**config.mk**
```make
export PLATFORM = sky130hd
export DESIGN_NAME = mux_scan_ctrl
export DESIGN_NICKNAME = d
export VERILOG_FILES = /design/src/rtl/mux_scan_pkg.sv /design/src/rtl/mux_scan_dwell_cnt.sv /design/src/rtl/mux_scan_ctrl.sv
export SDC_FILE = /design/constraint.sdc
export NUM_CORES = 1
export LEC_CHECK = 0
export CAP_MARGIN = 10
export CORE_UTILIZATION = 50
export CTS_CLUSTER_DIAMETER = 200
export CTS_CLUSTER_SIZE = 20
export DETAILED_ROUTE_END_ITERATION = 7
export GPL_ROUTABILITY_DRIVEN = 0
export PLACE_DENSITY = 0.75
export SLEW_MARGIN = 20
export SYNTH_ARGS = -nofsm -noshare
export SYNTH_HDL_FRONTEND = slang
export SYNTH_SLANG_ARGS = --single-unit
```
**constraint.sdc**
```tcl
create_clock -name clk -period 2.15 [get_ports clk]
set_input_delay 0.5375 -clock clk [delete_from_list [all_inputs] [get_ports clk]]
set_output_delay 0.5375 -clock clk [all_outputs]
set_load 0.05 [all_outputs]
```
**src/rtl/mux_scan_pkg.sv**
```systemverilog
// rtl/mux_scan_pkg.sv - shared types and constants for the mux select scanner
//
// Purpose : FSM state encoding and sizing constants used by mux_scan_ctrl
//           and its dwell counter.
// Contents: scan_state_t (IDLE, SCAN, DONE), NUM_INPUTS, SEL_W, CNT_W,
//           last_sel() helper.
package mux_scan_pkg;

  // Number of mux data inputs walked by one scan.
  localparam int NUM_INPUTS = 16;

  // Width of the select code driven onto S1..S4.
  localparam int SEL_W = 4;

  // Width of the dwell counter; wide enough for the largest legal DWELL (255).
  localparam int CNT_W = 8;

  typedef enum logic [1:0] {
    IDLE = 2'd0,
    SCAN = 2'd1,
    DONE = 2'd2
  } scan_state_t;

  // Select code held during the final dwell of a scan.
  function automatic logic [SEL_W-1:0] last_sel();
    return SEL_W'(NUM_INPUTS - 1);
  endfunction

endpackage

```
**src/rtl/mux_scan_dwell_cnt.sv**
```systemverilog
// rtl/mux_scan_dwell_cnt.sv - per-code dwell counter with enable, clear and terminal tick
//
// Purpose : Counts clock cycles while a select code is held and raises tick
//           on the last cycle of each dwell (count == DWELL-1). The count
//           wraps to 0 on that cycle so consecutive dwells run back to back.
// Ports   : clk   - rising-edge clock
//           rst_n - asynchronous active-low reset
//           en    - advance the count this cycle
//           clr   - force the count to 0 (wins over en)
//           tick  - high while the count equals DWELL-1
//           count - current count value
module mux_scan_dwell_cnt
  import mux_scan_pkg::*;
#(
  parameter int DWELL = 4
) (
  input  logic             clk,
  input  logic             rst_n,
  input  logic             en,
  input  logic             clr,
  output logic             tick,
  output logic [CNT_W-1:0] count
);

  localparam logic [CNT_W-1:0] LAST = CNT_W'(DWELL - 1);

  assign tick = (count == LAST);

  always_ff @(posedge clk or negedge rst_n) begin
    if (!rst_n) begin
      count <= '0;
    end else if (clr) begin
      count <= '0;
    end else if (en) begin
      if (tick) begin
        count <= '0;
      end else begin
        count <= count + 1'b1;
      end
    end
  end

endmodule

```
**src/rtl/mux_scan_ctrl.sv**
```systemverilog
// rtl/mux_scan_ctrl.sv - walks a 16:1 mux through all select codes and captures its output
//
// Purpose : On start, drives select codes 0..15 onto {S1,S2,S3,S4}, holding
//           each for DWELL cycles, samples mux_o on the last cycle of each
//           dwell into a shadow register, then publishes the 16 samples as
//           word with a one-cycle done pulse.
// Ports   : clk    - rising-edge clock
//           rst_n  - asynchronous active-low reset
//           start  - scan request, only honoured in IDLE
//           mux_o  - mux output fed back from the mux
//           S1..S4 - select code, S1 is the MSB
//           busy   - high while scanning and in the done cycle
//           done   - one-cycle pulse when word updates
//           word   - captured word, bit k sampled while select code is k
//           parity - XOR of word (only when MUX_SCAN_PARITY_EN is defined)
// Config  : MUX_SCAN_PARITY_EN adds the registered parity output.
module mux_scan_ctrl
  import mux_scan_pkg::*;
#(
  parameter int DWELL = 4
) (
  input  logic                  clk,
  input  logic                  rst_n,
  input  logic                  start,
  input  logic                  mux_o,
  output logic                  S1,
  output logic                  S2,
  output logic                  S3,
  output logic                  S4,
  output logic                  busy,
  output logic                  done,
  output logic [NUM_INPUTS-1:0] word
`ifdef MUX_SCAN_PARITY_EN
  ,
  output logic                  parity
`endif
);

  scan_state_t           state;
  logic [SEL_W-1:0]      sel;
  logic [NUM_INPUTS-1:0] shadow;
  logic [NUM_INPUTS-1:0] shadow_nxt;
  logic                  tick;
  logic [CNT_W-1:0]      dwell_count;
  logic                  cnt_en;
  logic                  cnt_clr;

  // The counter only runs in SCAN; every other state holds it at 0 so the
  // first dwell of the next scan starts from a clean count.
  assign cnt_en  = (state == SCAN);
  assign cnt_clr = (state != SCAN);

  mux_scan_dwell_cnt #(
    .DWELL (DWELL)
  ) u_dwell_cnt (
    .clk   (clk),
    .rst_n (rst_n),
    .en    (cnt_en),
    .clr   (cnt_clr),
    .tick  (tick),
    .count (dwell_count)
  );

  // Shadow with the current sample merged in. The last sample of a scan is
  // taken on the same edge that loads word, so word is fed from this merged
  // value rather than from the shadow register itself.
  always_comb begin
    shadow_nxt      = shadow;
    shadow_nxt[sel] = mux_o;
  end

  assign {S1, S2, S3, S4} = sel;

  always_ff @(posedge clk or negedge rst_n) begin
    if (!rst_n) begin
      state  <= IDLE;
      sel    <= '0;
      shadow <= '0;
      busy   <= 1'b0;
      done   <= 1'b0;
      word   <= '0;
`ifdef MUX_SCAN_PARITY_EN
      parity <= 1'b0;
`endif
    end else begin
      done <= 1'b0;
      case (state)
        IDLE: begin
          sel  <= '0;
          busy <= 1'b0;
          if (start) begin
            state <= SCAN;
            busy  <= 1'b1;
          end
        end

        SCAN: begin
          if (tick) begin
            shadow <= shadow_nxt;
            if (sel == last_sel()) begin
              // Word and done are registered here so both are visible in
              // the single DONE cycle.
              state <= DONE;
              sel   <= '0;
              done  <= 1'b1;
              word  <= shadow_nxt;
`ifdef MUX_SCAN_PARITY_EN
              parity <= ^shadow_nxt;
`endif
            end else begin
              sel <= sel + 1'b1;
            end
          end
        end

        DONE: begin
          state <= IDLE;
          sel   <= '0;
          busy  <= 1'b0;
        end

        default: begin
          state <= IDLE;
          sel   <= '0;
          busy  <= 1'b0;
        end
      endcase
    end
  end

endmodule

```
=== Yosys cells after proc, flatten, opt, wreduce, memory -nomap -nowiden ===
Cells that the tools add are included.

* $add $sub $neg: 2
* Multipliers: 0
* Div/mod/pow operators: 0
* $lt $le $gt $ge: 2
* Equal/unequal tests: 7
* Shift-type cells: 0
* Mux-type cells: 18
* Bitwise operators: 0
* Reductions and logical operators: 6

{| class="wikitable"
|+ Operators with widths
! cell !! count
|-
| 2-to-1 mux 8 bit || 3
|-
| bitwise mux 16 bit || 1
|-
| 2-to-1 mux 4 bit || 3
|-
| adder 8 x 1 -> 8 bit (second input constant) || 1
|-
| equality test 8 x 2 -> 1 bit (second input constant) || 1
|-
| 2-to-1 mux 2 bit || 3
|-
| AND reduction 3 bit || 2
|-
| less-than comparator 4 x 5 -> 1 bit (second input constant) || 1
|-
| 2-to-1 mux 1 bit || 5
|-
| adder 4 x 1 -> 4 bit (second input constant) || 1
|-
| demux 1 bit (select 4 bit) || 1
|-
| equality test 4 bit (second input constant) || 1
|-
| greater-or-equal comparator 4 x 1 -> 1 bit (second input constant) || 1
|-
| inequality test 2 x 1 -> 1 bit (second input constant) || 2
|-
| inequality test 2 bit (second input constant) || 2
|-
| case mux 2 bit (2 select lines) || 1
|-
| equality test 2 x 1 -> 1 bit (second input constant) || 1
|-
| zero test 2 bit || 1
|-
| case mux 1 bit (2 select lines) || 1
|-
| AND reduction 2 bit || 1
|-
| nonzero test 2 bit || 1
|-
| logical AND 1 bit || 1
|}

* Register bits after elaboration: 48
* Latch bits: 0
* RAM bits: 0
* Bits in read-only memories: 0
* Output and inout port bits: 22
* Memories kept: 0

=== Logic depth before layout (Yosys ltp) ===
Gate-level depths: netlist (run 1).

* Word-level depth: 5
* Mapped depth: 5

=== Hierarchy ===
From an unflattened synthesis (run 1), not the netlist that was laid out.

* Cells, all modules: 206
* Area total of the unflattened synthesis: 2248.4 µm²

{| class="wikitable"
|+ By module, submodules not included
! module !! times used !! cells each !! area each (µm²) !! sequential area each (µm²)
|-
| mux_scan_ctrl || 1 || 160 || 1808.0 || 975.9
|-
| mux_scan_dwell_cnt || 1 || 46 || 440.4 || 200.2
|}

=== Worst setup path after synthesis (run 1) ===
No wires, ideal clock.

* Path type: register to register
* From: reg sel[0]
* To: reg word[0]
* Setup time: 0.125 ns
* Data arrival time: 2.152 ns
* Required time: 2.025 ns
* Slack: -0.126 ns
* Stages on the path, launching flop included: 6
* Path buffers: 1
* Period minus slack after synthesis: 2.276 ns
* Path through: dfrtp_1 > ha_1 > nand4bb_1 > nor3_4 > buf_6 > mux2_2

* Longest elaborated chain between the ends: 5
* Elaborated cells between the ends (all ways): 8
* Those cells by class: 2 x order compare; 1 x eq/ne; 3 x mux; 2 x reduce/logical

{| class="wikitable"
|+ Ends and longest elaborated chain
! element !! RTL line !! RTL
|-
| start, declared || mux_scan_ctrl.sv:40 || <nowiki>logic [SEL_W-1:0] sel;</nowiki>
|-
| start signal, assigned || mux_scan_ctrl.sv:111 || <nowiki>sel <= sel + 1'b1;</nowiki>
|-
| less-than comparator 4 x 5 -> 1 bit (not written as such) / greater-or-equal comparator 4 x 1 -> 1 bit (equally long branches) || mux_scan_ctrl.sv:69 || <nowiki>shadow_nxt[sel] = mux_o;</nowiki>
|-
| logical AND 1 bit (not written as such) || mux_scan_ctrl.sv:69 ||
|-
| 2-to-1 mux 1 bit (not written as such) || mux_scan_ctrl.sv:69 ||
|-
| demux 1 bit (select 4 bit) || mux_scan_ctrl.sv:69 ||
|-
| bitwise mux 16 bit || mux_scan_ctrl.sv:69 ||
|-
| end signal, assigned || mux_scan_ctrl.sv:106 || <nowiki>word <= shadow_nxt;</nowiki>
|-
| end, declared || mux_scan_ctrl.sv:32 || <nowiki>output logic [NUM_INPUTS-1:0] word</nowiki>
|}

Parallel ways exist; a longest one is shown, timed or not.
A chain may end at the register's enable or synchronous reset.

=== Worst setup path in the final report (run 1) ===
* From: reg sel[0]
* To: out S4

{| class="wikitable"
|+ RTL lines
! element !! RTL line !! RTL
|-
| end, declared || mux_scan_ctrl.sv:29 || <nowiki>output logic S4,</nowiki>
|}

No word-level cell between the ends.

==> impl_metrics.json, run 1 <==
{
  "dp.cells": 302,
  "dp_slack_ns": 0.159,
  "core-area_um2": 4720,
  "synth.distinct_cells": 34,
  "powerDensity_nw_per_um2": 1010,
  "setup_violations": 0,
  "worst_slack_ns": 0.0317,
  "cp.arrival_ns": 1.58,
  "cts.sinks": 47,
  "die_h_um": 72.1,
  "drt-initial-drc-count": 157,
  "drc_errors": 0,
  "final_cells": 310,
  "crit_fanout": 8,
  "finalSetupTns_ns": 0,
  "p_switching_uw": 1100,
  "ioPinCount": 26,
  "path_cells": "clkdlybuf4s50_1",
  "post-cts-setup-buffers": 0,
  "htreeDepth": 2,
  "path_clk_slew_ns": 0.09,
  "synth.avg_cell_area_um2": 11.9,
  "seqPwrFrac": 0.408,
  "cp-startpoint": "sel[0]$_DFFE_PN0P_",
  "p_total_uw": 3040,
  "max_clock_freq_mhz": 472,
  "combPwrFrac": 0.373,
  "num_antenna_cells": 0,
  "detail_route.vias_per_cell": 5.53,
  "ys_seq_elements": 47,
  "synth_edf_count": 0,
  "leakage_uw": 0.00128,
  "wl_per_cell_um": 15.8,
  "worst-path-buf-inv": 1,
  "cts_tree": "built",
  "ctsRootBufferMaster": "clkbuf_8",
  "synth_ff_type": "dfrtp_1",
  "drive_above_1_share": 0.325,
  "status": "completed",
  "cts.repair.resized": 0,
  "skew_ns": 0.00996,
  "critPathSlowestCell": "clkdlybuf4s50_1",
  "synthArstFlopShare": 1.00,
  "antenna_found_initial": 0,
  "drv_cap": 0,
  "ys_top_cells_by_area": "dfrtp_1, mux2_2, ha_1",
  "grt_usage": 0.207,
  "maxSlewViolCount": 0,
  "rsz0062_at_grt": "no",
  "crit_required_ns": 1.61,
  "rows": 25,
  "worstSetupPathType": "register to primary output",
  "cts_buffers": 5,
  "hpwl_um": 3340,
  "slew_headroom": 0.645,
  "numPortBuffers": 25,
  "postRouteAntennaNets": 0,
  "clkLatencyLatePin_ns": 0.30,
  "timing.rr.start": "u_dwell_cnt.count[2]$_DFF_PN0_",
  "vias": 1713,
  "post-synth-top-count-cell": "dfrtp_1",
  "die_w_um": 72.1,
  "holdCritPathClass": "input pin to async pin",
  "swShare": 0.362,
  "synthDominantCellAreaShare": 0.479,
  "first_pass_iters": 4,
  "syn-cell-area_um2": 2450,
  "cpPeakStageDelay_ns": 0.83,
  "grt_max_degree": 32,
  "hold_violations": 0,
  "fin_nets": 252,
  "crit_path_start_kind": "register",
  "ir_drop_mv": 0.572,
  "fin_crit_sh": 0.985,
  "die_area_um2": 5190,
  "worst_pin_slew_ns": 0.533,
  "ys_seq_area_frac": 0.479,
  "whs_ns": 0.206,
  "route.final.wire_length_um": 4910,
  "ctsHoldBuffers": 0,
  "synth_top_cells_by_count": "dfrtp_1, mux2_2, nand3_1",
  "yosysTopAreaCell": "dfrtp_1",
  "grt_pass1_vias": 1656,
  "critPathCaptureType": "primary output",
  "overflow": 0,
  "ys.warnings.count": 0,
  "min_period_ns": 2.12,
  "path_delay_family": "buffers and inverters",
  "cts_max_path_buffers": 2,
  "syn_nets": 217,
  "area_growth_pct": 22.6,
  "start_util": 0.519,
  "clockPowerShare": 0.219,
  "grt_pass1_wl_um": 8120,
  "intPower_uw": 1940,
  "syn_inst": 207
}
==> kinds of logic (layout without fill, tap and decap cells) <==
kind of cell,count (synthesis),in the layout,share of synthesized area
fa+ha+maj,6,6,0.0306
simple gates,71,71,0.198
buf+inv,17,53,0.0301
xor+xnor,3,3,0.0107
mux,47,47,0.215
flops,47,47,0.479
compound gates,16,16,0.0362
==> layout by cell type, fill, tap and decap left out, types with 2 or more instances in the layout <==
| master | netlist | final |
|---|---|---|
| clkdlybuf4s50_1 | 0 | 22 |
| or3_1 | 4 | 4 |
| mux2_2 | 46 | 46 |
| nor4_1 | 2 | 2 |
| nand2_1 | 2 | 2 |
| nand3b_1 | 8 | 8 |
| nand4b_1 | 2 | 2 |
| buf_12 | 0 | 4 |
| nand3_1 | 11 | 11 |
| nor2b_1 | 2 | 2 |
| nor4bb_1 | 5 | 5 |
| and3_1 | 2 | 2 |
| ha_1 | 6 | 6 |
| nor3b_1 | 8 | 8 |
| clkbuf_8 | 0 | 6 |
| dfrtp_2 | 0 | 2 |
| nand4_1 | 9 | 9 |
| buf_4 | 0 | 14 |
| xnor2_1 | 2 | 2 |
| a21oi_1 | 7 | 7 |
| dfrtp_1 | 47 | 45 |
| o21ai_0 | 7 | 7 |
| nor2_1 | 9 | 9 |
| inv_1 | 4 | 4 |
==> flip-flops by register name, summed over array words and instances, names as in the netlist <==
name               flops
busy                   1
done                   1
sel                    4
shadow                15
state                  2
u_dwell_cnt.count      8
word                  16
==> per-layer routing <==
layer,global-route usage,wire [um],vias up
met1,0.288,2420,843
met3,0.0458,162,4
met4,0.0784,74,0
met5,0,0,-
li1,-,-,828
met2,0.318,2260,38
==> final cells by class <==
type | instances | area, um2
well taps | 67 | 83.8
clock inverters | 2 | 35.0
fillers | 382 | 1710
repair buffers | 41 | 410
inverters | 4 | 15.0
flip-flops and latches | 47 | 1180
multi-input cells | 143 | 1200
clock buffers | 6 | 82.6
==> power groups by stage <==
stage | clock [uW] | combinational (uW) | sequential [uW]
2_1_floorplan | 0 | 723 | 1270
3_3_place_gp | 0 | 1100 | 1230
3_5_place_dp | 0 | 1130 | 1250
4_1_cts | 687 | 1140 | 1230
5_1_grt | 721 | 1230 | 1260
6_report | 666 | 1130 | 1240
==> through the flow <==
stage           util  instance area (um2)
6_report       0.637                 3010
3_5_place_dp   0.612                 2890
2_1_floorplan      -                 2460
4_1_cts        0.637                 3010
3_3_place_gp   0.612                 2890
5_1_grt        0.637                 3010
==> worst paths after layout <==
path,endpoint,slack (ns),depth (start not counted)
worst min register to register,shadow[6]$_DFFE_PN0P_,0.51,1
max in group asynchronous,u_dwell_cnt.count[3]$_DFF_PN0_,1.42,2
min in group clk,shadow[6]$_DFFE_PN0P_,0.51,1
worst max-delay path,S4,0.03,1
worst max register to register,word[3]$_DFFE_PN0P_,0.16,4
worst min-delay path,busy$_DFFE_PN0N_,0.21,1
Note: power is estimated with default switching activity, not from simulation.
==> inputs of run 2 (changes only) <==
--- a/config.mk
+++ b/config.mk
@@ -11,7 +11,7 @@
 export CTS_CLUSTER_SIZE = 20
 export DETAILED_ROUTE_END_ITERATION = 7
 export GPL_ROUTABILITY_DRIVEN = 0
-export PLACE_DENSITY = 0.75
+export PLACE_DENSITY = 0.72
 export SLEW_MARGIN = 20
 export SYNTH_ARGS = -nofsm -noshare
 export SYNTH_HDL_FRONTEND = slang
==> run 2 against run 1 <==
Effect of this change: via count up 0.70%; first-iteration DRC count down 54%; critical path depth unchanged; critical endpoint is now S3; register-to-register slack better by 0.03 ns; die area unchanged; total power down 2.8%; global-route usage down 0.29 points; highest routed layer unchanged; sequential power about the same; worst setup slack better by 0.037 ns; sequential share of layout area down 0.081 points.
==> impl_metrics.json, run 2 (same netlist as run 1, synthesis figures left out) <==
{
  "status": "completed",
  "slew_headroom": 0.665,
  "rsz0062_at_grt": "no",
  "drv_cap": 0,
  "skew_ns": 0.00804,
  "die_area_um2": 5190,
  "cpPeakStageDelay_ns": 0.82,
  "ir_drop_mv": 0.663,
  "postRouteAntennaNets": 0,
  "grt_pass1_wl_um": 8080,
  "min_period_ns": 2.08,
  "worst_slack_ns": 0.0689,
  "largest_reg_flops": 16,
  "critPathSlowestCell": "clkdlybuf4s50_1",
  "path_cells": "clkdlybuf4s50_1",
  "drt-initial-drc-count": 73,
  "crit_fanout": 7,
  "worst_pin_slew_ns": 0.501,
  "path_delay_family": "buffers and inverters",
  "route.final.wire_length_um": 4760,
  "path_clk_slew_ns": 0.08,
  "drc_errors": 0,
  "fill_cells": 380,
  "largest_registers": "word: 16 flops, shadow: 15 flops, u_dwell_cnt.count: 8 flops",
  "detail_route.vias_per_cell": 5.56,
  "start_util": 0.519,
  "crit_required_ns": 1.61,
  "wl_per_cell_um": 15.3,
  "dp_slack_ns": 0.178,
  "ctsRootBufferMaster": "clkbuf_8",
  "htreeDepth": 2,
  "cts_buffers": 5,
  "fin_nets": 252,
  "drive_above_1_share": 0.329,
  "regMostFlops": "word",
  "numPortBuffers": 25,
  "grt_pass1_vias": 1660,
  "p_total_uw": 2950,
  "ctsHoldBuffers": 0,
  "antenna_found_initial": 0,
  "final_cell_mix": "mux2_2, dfrtp_1, clkdlybuf4s50_1",
  "worst-path-buf-inv": 1,
  "setup_violations": 0,
  "holdCritPathClass": "input pin to async pin",
  "layout_commonest_cell": "mux2_2",
  "first_pass_iters": 5,
  "grt_usage": 0.204,
  "area_growth_pct": 22.9,
  "hpwl_um": 3210,
  "hold_violations": 0,
  "die_w_um": 72.1,
  "cts.sinks": 47,
  "powerDensity_nw_per_um2": 980,
  "num_antenna_cells": 0,
  "cts_tree": "built",
  "grt_max_degree": 32,
  "crit_path_start_kind": "register",
  "vias": 1725,
  "critPathCaptureType": "primary output",
  "post-cts-setup-buffers": 0,
  "cp.arrival_ns": 1.54,
  "overflow": 0,
  "die_h_um": 72.1,
  "leakage_uw": 0.00128,
  "maxSlewViolCount": 0,
  "rows": 25,
  "ioPinCount": 26,
  "max_clock_freq_mhz": 481,
  "worstSetupPathType": "register to primary output",
  "clkLatencyLatePin_ns": 0.29,
  "fin_crit_sh": 0.968,
  "core-area_um2": 4720,
  "cts_max_path_buffers": 2,
  "finalSetupTns_ns": 0
}
run 2: layout make-up:
class                           instances  area, um2  area share
Sequential cell                        47       1180       0.391
Clock buffer                            8        100      0.0332
Multi-Input combinational cell        143       1210       0.402
Inverter                                4       15.0     0.00498
Timing Repair Buffer                   41        425       0.141
Tap cell                               67       83.8      0.0278
run 2: report_power, final:
part	total, uW	switching (uW)	leakage [uW]	internal, uW
logic	1160	621	0.000624	536
registers	1230	181	0.000604	1050
clock network	570	277	0.0000515	294
total	2950	1080	0.00128	1880
run 2: repair_timing:
item / in CTS / in global routing
hold endpoints to repair: 0 / 0
setup endpoints to repair: 0 / 2
resized for setup: 0 / 2
run 2: path summary, 6_finish.rpt:
path / from / endpoint / slack [ns] / depth (start not counted)
min reg2reg: word[1]$_DFFE_PN0P_ / word[1]$_DFFE_PN0P_ / 0.51 / 1
min: rst_n / state[0]$_DFFE_PN0P_ / 0.18 / 1
max in group asynchronous: rst_n / sel[1]$_DFFE_PN0P_ / 1.45 / 2
min in group clk: word[1]$_DFFE_PN0P_ / word[1]$_DFFE_PN0P_ / 0.51 / 1
max reg2reg: u_dwell_cnt.count[3]$_DFF_PN0_ / word[9]$_DFFE_PN0P_ / 0.19 / 4
max: sel[1]$_DFFE_PN0P_ / S3 / 0.07 / 1
run 2: layer usage:
layer	wire length, um	share of wire	track usage	up-vias
met4	78	0.016	0.0806	0
li1	-	-	-	832
met1	2450	0.51	0.292	853
met2	2100	0.44	0.306	34
met3	134	0.028	0.0403	6
met5	0	0	0	-
run 2: through the flow:
step,hold slack [ns],instances,instance area [um2],util
floorplan,0.242,207,2460,-
global placement,0.483,302,2910,0.616
detailed placement,0.489,302,2910,0.616
CTS,0.192,310,3010,0.637
global route,0.212,310,3020,0.638
finish,0.185,310,3020,0.638
